[config.mk]
export PLATFORM = sky130hd
export DESIGN_NAME = los_alarm_scan
export DESIGN_NICKNAME = d
export VERILOG_FILES = /design/src/rtl/los_alarm_scan.sv
export SDC_FILE = /design/constraint.sdc
export NUM_CORES = 1
export LEC_CHECK = 0
export ABC_AREA = 1
export BUFFER_PORTS_ARGS = -buffer_cell sky130_fd_sc_hd__clkbuf_2
export CORE_AREA = 3 3 235 237
export DETAILED_ROUTE_END_ITERATION = 6
export DIE_AREA = 0 0 238 240
export HOLD_SLACK_MARGIN = 0.03
export PLACE_DENSITY = 0.5
export SYNTH_ARGS = -nofsm -noshare
export SYNTH_HDL_FRONTEND = slang
export SYNTH_SLANG_ARGS = --single-unit
[constraint.sdc]
create_clock -name Ck -period 5.9 [get_ports Ck]
set_input_delay 1.77 -clock Ck [delete_from_list [all_inputs] [get_ports Ck]]
set_output_delay 1.77 -clock Ck [all_outputs]
set_load 0.03 [all_outputs]
[src/rtl/los_alarm_scan.sv]
// los_alarm_scan
// Time-shared LOS alarm integrator and event scheduler. The LOS vector is
// snapshotted once per scan period, then one channel is processed per clock
// against set/clear persistence thresholds. Each alarm change is queued in a
// small event FIFO, which the CPU side drains with a valid/ready handshake.
//
// State table:
//    IDLE | waiting for the scan tick; snapshot is taken on the tick
//    SCAN | processing channel idx, one channel per clock, NCH cycles total
//
// Ports:
//    Ck         system clock (38.88 MHz)
//    Rs         asynchronous reset, active low
//    scan_en    1 = scan tick generator runs, 0 = tick counter held at 0
//    los_in     raw LOS vector, bit n = channel n
//    ch_mask    1 = channel integrates but never queues events
//    evt_ready  consumer accepts the head event
//    ovf_clr    one-cycle pulse that clears the sticky overflow flag
//    los_alarm  debounced alarm state per channel
//    evt_valid  event FIFO not empty
//    evt_data   {channel index[5:0], new state} at the FIFO head
//    evt_ovf    sticky, an event was dropped
//    irq        registered evt_valid | evt_ovf
//    scan_busy  FSM is in SCAN
module los_alarm_scan #(
   parameter int NCH        = 42,
   parameter int SET_TH     = 8,
   parameter int CLR_TH     = 8,
   parameter int TICK_DIV   = 38880,
   parameter int FIFO_DEPTH = 8
) (
   input  logic           Ck,
   input  logic           Rs,
   input  logic           scan_en,
   input  logic [NCH-1:0] los_in,
   input  logic [NCH-1:0] ch_mask,
   input  logic           evt_ready,
   input  logic           ovf_clr,
   output logic [NCH-1:0] los_alarm,
   output logic           evt_valid,
   output logic [6:0]     evt_data,
   output logic           evt_ovf,
   output logic           irq,
   output logic           scan_busy
);
   localparam int TW = (TICK_DIV > 1) ? $clog2(TICK_DIV) : 1;
   localparam int IW = (NCH > 1) ? $clog2(NCH) : 1;
   // FIFO_DEPTH is a power of two (>= 2) so the pointers wrap naturally.
   localparam int AW = (FIFO_DEPTH > 1) ? $clog2(FIFO_DEPTH) : 1;

   typedef enum logic {IDLE, SCAN} state_t;

   state_t         state_q, state_d;
   logic [TW-1:0]  tick_cnt;
   logic           tick;
   logic           proc;
   logic [IW-1:0]  idx;
   logic [NCH-1:0] snap;
   logic [NCH-1:0] alarm_q;
   logic [3:0]     cnt_q [NCH];

   logic           cur_a, cur_s;
   logic [3:0]     cur_c, th_m1;
   logic           flip, push;

   logic [6:0]     mem [FIFO_DEPTH];
   logic [AW-1:0]  wr_ptr, rd_ptr;
   logic [AW:0]    count;
   logic           full, pop, wr_en, drop;

   // Scan period tick generator
   assign tick = scan_en && (tick_cnt == TW'(TICK_DIV - 1));

   always_ff @(posedge Ck or negedge Rs) begin
      if (!Rs)
         tick_cnt <= '0;
      else if (!scan_en || tick)
         tick_cnt <= '0;
      else
         tick_cnt <= tick_cnt + TW'(1);
   end

   // FSM
   always_ff @(posedge Ck or negedge Rs) begin
      if (!Rs)
         state_q <= IDLE;
      else
         state_q <= state_d;
   end

   always_comb begin
      state_d = state_q;
      proc    = 1'b0;
      case (state_q)
         IDLE: if (tick) state_d = SCAN;
         SCAN: begin
            proc = 1'b1;
            if (idx == IW'(NCH - 1)) state_d = IDLE;
         end
         default: state_d = IDLE;
      endcase
   end

   // Ticks that land during SCAN are ignored because only IDLE looks at them.
   always_ff @(posedge Ck or negedge Rs) begin
      if (!Rs) begin
         snap <= '0;
         idx  <= '0;
      end else if (state_q == IDLE && tick) begin
         snap <= los_in;
         idx  <= '0;
      end else if (proc) begin
         idx  <= idx + IW'(1);
      end
   end

   // Per-channel persistence step
   assign cur_a = alarm_q[idx];
   assign cur_s = snap[idx];
   assign cur_c = cnt_q[idx];
   assign th_m1 = cur_a ? 4'(CLR_TH - 1) : 4'(SET_TH - 1);
   assign flip  = proc && (cur_s != cur_a) && (cur_c == th_m1);
   assign push  = flip && !ch_mask[idx];

   always_ff @(posedge Ck or negedge Rs) begin
      if (!Rs) begin
         alarm_q <= '0;
         for (int i = 0; i < NCH; i++) cnt_q[i] <= '0;
      end else if (proc) begin
         if (cur_s == cur_a) begin
            cnt_q[idx] <= '0;
         end else if (cur_c == th_m1) begin
            alarm_q[idx] <= cur_s;
            cnt_q[idx]   <= '0;
         end else begin
            cnt_q[idx] <= cur_c + 4'd1;
         end
      end
   end

   // Event FIFO; a pop in the same cycle frees the slot for a push into a full FIFO.
   assign full  = (count == (AW+1)'(FIFO_DEPTH));
   assign pop   = evt_valid && evt_ready;
   assign wr_en = push && (!full || pop);
   assign drop  = push && full && !pop;

   always_ff @(posedge Ck or negedge Rs) begin
      if (!Rs) begin
         for (int i = 0; i < FIFO_DEPTH; i++) mem[i] <= '0;
         wr_ptr <= '0;
         rd_ptr <= '0;
         count  <= '0;
      end else begin
         if (wr_en) begin
            mem[wr_ptr] <= {6'(idx), cur_s};
            wr_ptr      <= wr_ptr + AW'(1);
         end
         if (pop) rd_ptr <= rd_ptr + AW'(1);
         case ({wr_en, pop})
            2'b10:   count <= count + (AW+1)'(1);
            2'b01:   count <= count - (AW+1)'(1);
            default: count <= count;
         endcase
      end
   end

   // Overflow flag: a new drop beats a simultaneous clear.
   always_ff @(posedge Ck or negedge Rs) begin
      if (!Rs) begin
         evt_ovf <= 1'b0;
         irq     <= 1'b0;
      end else begin
         if (drop)
            evt_ovf <= 1'b1;
         else if (ovf_clr)
            evt_ovf <= 1'b0;
         irq <= evt_valid | evt_ovf;
      end
   end

   assign evt_valid = (count != '0);
   assign evt_data  = mem[rd_ptr];
   assign los_alarm = alarm_q;
   assign scan_busy = (state_q == SCAN);

endmodule
==> qor.yml <==
synthesis:
  synth_most_common_cell: "nand2_1"
  yosysSeqAreaShare: 0.474
  yosys.area.top_type_share: 0.474
  synth_edf_count: 0
  synth_area_leader_cell: "dfrtp_1"
  async_flop_share: 1.00
  syn_inst: 2524
  synthFlopType: "dfrtp_1"
  synth_fp_nets: 2622
  yosys_warnings: 0
  synthTopCellsByCount: "nand2_1 (1131), dfrtp_1 (343), nor2_1 (273), o21ai_0 (178), inv_1 (127)"
  avgSynthCellArea_sq_um: 7.17
  synth-seq-cells: 343
  syn_area_sq_um: 18100
  synthDistinctLibCells: 44
  synth_area_leaders: "dfrtp_1 (47%), nand2_1 (23%), nor2_1 (5.7%), o21ai_0 (4.9%), nand3_1 (2.8%)"
pwr:
  total_power_w: 0.00503
  cell_internal_pwr_w: 0.00389
  p_per_area_nw_per_um2: 242
  ir_drop_mv: 0.182
  power_switching_w: 0.00114
  seq_power_share: 0.468
  clock_power_share: 0.513
  leakage_nw: 10.6
  combPwrFrac: 0.019
  switching_share: 0.227
setup_path:
  critPathCaptureType: "flop"
  ff2ff_path_depth: 25
  crit_top_cell: "nand2_1"
  worst_setup_path_start_kind: "flop"
  cpPeakStageDelay_ns: 0.61
  cp-startpoint: "idx[0]$_DFFE_PN0P_"
  path_class: "reg2reg"
  arrival_ns: 5.25
  reg2reg_setup_slack_ns: 1.15
  cp_max_fo: 23
  crit_end: "count[3]$_DFFE_PN0P_"
  crit-reg2reg-launch: "idx[0]$_DFFE_PN0P_"
  slowest_stage: "dfrtp_4"
  r2r-end: "count[3]$_DFFE_PN0P_"
  required_ns: 6.40
final_layout:
  nFillCells: 5658
  multiInputGateArea_sq_um: 8350
  fin_cells: 3370
  area_growth_pct: 14.8
  drive_gt1_frac: 0.111
  antennaDiodeCount: 0
  seqCellArea_sq_um: 8590
  nets: 2741
placement:
  portBuffers: 141
  place_congestion: 0.900
  dp.cells: 3295
  pre_cts_slack_ns: 1.21
  post-dp-hpwl_microns: 41900
global_routing:
  grt_remaining_overflow: 0
  grt_max_degree: 102
  grt_pass1_vias: 16300
  antenna_found_initial: 0
  grtUsageTotal: 0.216
  grt_pass1_wl_microns: 95800
hold_path:
  hp-class: "reg2reg"
  holdPathStages: 1
timing:
  hold_viol: 0
  fin_crit_sh: 0.805
  tns_ns: 0
  fin_crit_ns: 4.75
  fmax_mhz: 210
  relSlewSlack: 0.383
  worst_pin_slew_ns: 0.925
  setup_ws_ns: 1.15
  skew_ns: 0.0299
  setup_viol: 0
  whs_ns: 0.460
  report.final.slew_viol_count: 0
  rsz0062_at_grt: "no"
route:
  drt.antenna.violating_nets: 0
  drc_errors: 0
  dr_wl_met3_microns: 3590
  num_vias: 16600
  wire_per_inst_microns: 18.1
  first_iter_violations: 1426
  wl_microns: 61100
  routed.top_layer: "met4"
  drt-met1-wl_microns: 28500
  vias_per_cell: 4.93
  wl_met2_microns: 27700
  firstDrtPassIters: 5
cts:
  cts_sinks: 343
  clock_path_buffers: 3
  cts_buffers: 42
  tritoncts: "yes"
  clk_latency_ns: 0.60
  cts_hold_buf: 0
  cts_max_level: 2
  cts_setup_buffers: 0
  clkTransAtPathRegs_ns: 0.06
  cts_resized: 0
  clock-root-buffer: "clkbuf_16"
flow_run:
  maxCapViolCount: 0
floorplan:
  die_area_sq_um: 57100
  boundaryPins: 142
  start_util: 0.338
  die_w_microns: 238
  core_region_area_sq_um: 53500
  rows: 85
  die-height_microns: 240
outcome:
  status: "finished, final reports clean"
[critical path, delay by kind of cell (launching register included)]
kind | cells | cell delay [ns]
buffers and inverters | 5 | 0.95
AO/OA/AOI/OAI | 3 | 0.34
XOR/XNOR | 1 | 0.18
AND/OR/NAND/NOR | 14 | 1.95
adder cells (fa/ha/maj) | 2 | 0.61
flip-flops | 1 | 0.61
[final cells by class]
class,instances,share of cell area
Sequential cell,343,0.413
Multi-Input combinational cell,1932,0.402
Clock buffer,63,0.0597
Timing Repair Buffer,186,0.0519
Tap cell,696,0.0419
Inverter,138,0.0250
Clock inverter,12,0.00638
[worst min path at each step]
stage / start / to / slack, ns
after floorplan: tick_cnt[0]$_DFF_PN0_ / tick_cnt[0]$_DFF_PN0_ / 0.43
after detailed placement: mem[42]$_DFFE_PN0P_ / mem[42]$_DFFE_PN0P_ / 0.45
after global routing: snap[28]$_DFFE_PN0P_ / snap[28]$_DFFE_PN0P_ / 0.49
final: tick_cnt[0]$_DFF_PN0_ / tick_cnt[0]$_DFF_PN0_ / 0.46
after CTS: tick_cnt[0]$_DFF_PN0_ / tick_cnt[0]$_DFF_PN0_ / 0.47
after global placement: tick_cnt[0]$_DFF_PN0_ / tick_cnt[0]$_DFF_PN0_ / 0.45
[metrics by stage]
step	utilization	instance area, sq um
floorplan	-	18100
global placement	0.363	19400
detailed placement	0.363	19400
CTS	0.388	20800
global route	0.388	20800
finish	0.388	20800
[cells by family (layout without fill, tap and decap cells)]
kind of cell | after synthesis | after routing | share of synthesized area
mux | 1 | 1 | 0.000622
fa+ha+maj | 9 | 9 | 0.00622
buf+inv | 249 | 399 | 0.0647
flops | 343 | 343 | 0.474
compound gates | 333 | 333 | 0.0956
xor+xnor | 8 | 8 | 0.00387
simple gates | 1581 | 1581 | 0.355
[metal layers]
metal / global-route usage / vias to the layer above
met3: 0.0439 / 90
li1: - / 8210
met2: 0.348 / 416
met5: 0 / -
met4: 0.0502 / 0
met1: 0.300 / 7885
[power groups by stage]
stage                     logic [W]  clock network (W)  registers (W)
final                     0.0000941            0.00258        0.00236
after global routing       0.000110            0.00275        0.00235
after CTS                 0.0000993            0.00265        0.00236
after detailed placement  0.0000992                  0        0.00240
after global placement    0.0000982                  0        0.00240
after floorplan           0.0000108                  0        0.00240
[cells in the final DEF, fill, tap and decap left out, types with 5 or more instances in the layout]
cell type  instances
nand2_1         1131
dfrtp_1          340
nor2_1           272
o21ai_0          178
clkbuf_2         140
inv_1            127
nand3_1          102
a21oi_1           98
buf_4             43
clkbuf_16         42
o21ai_1           23
nand4_1           19
nor3_1            12
clkbuf_8          11
o22ai_1           10
clkbuf_1          10
ha_1               9
a31oi_1            8
clkinv_2           7
inv_2              7
nor2_4             7
nand2_2            6
a22oi_1            6
o211ai_1           5
nand4_4            5
[registers in the layout, summed over array words and instances, names as in the netlist]
signal / flops
evt_ovf: 1
los_alarm: 42
rd_ptr: 3
snap: 42
idx: 6
count: 4
cnt_q: 168
irq: 1
tick_cnt: 16
mem: 56
wr_ptr: 3
scan_busy: 1
(Power assumes the default switching activity.)
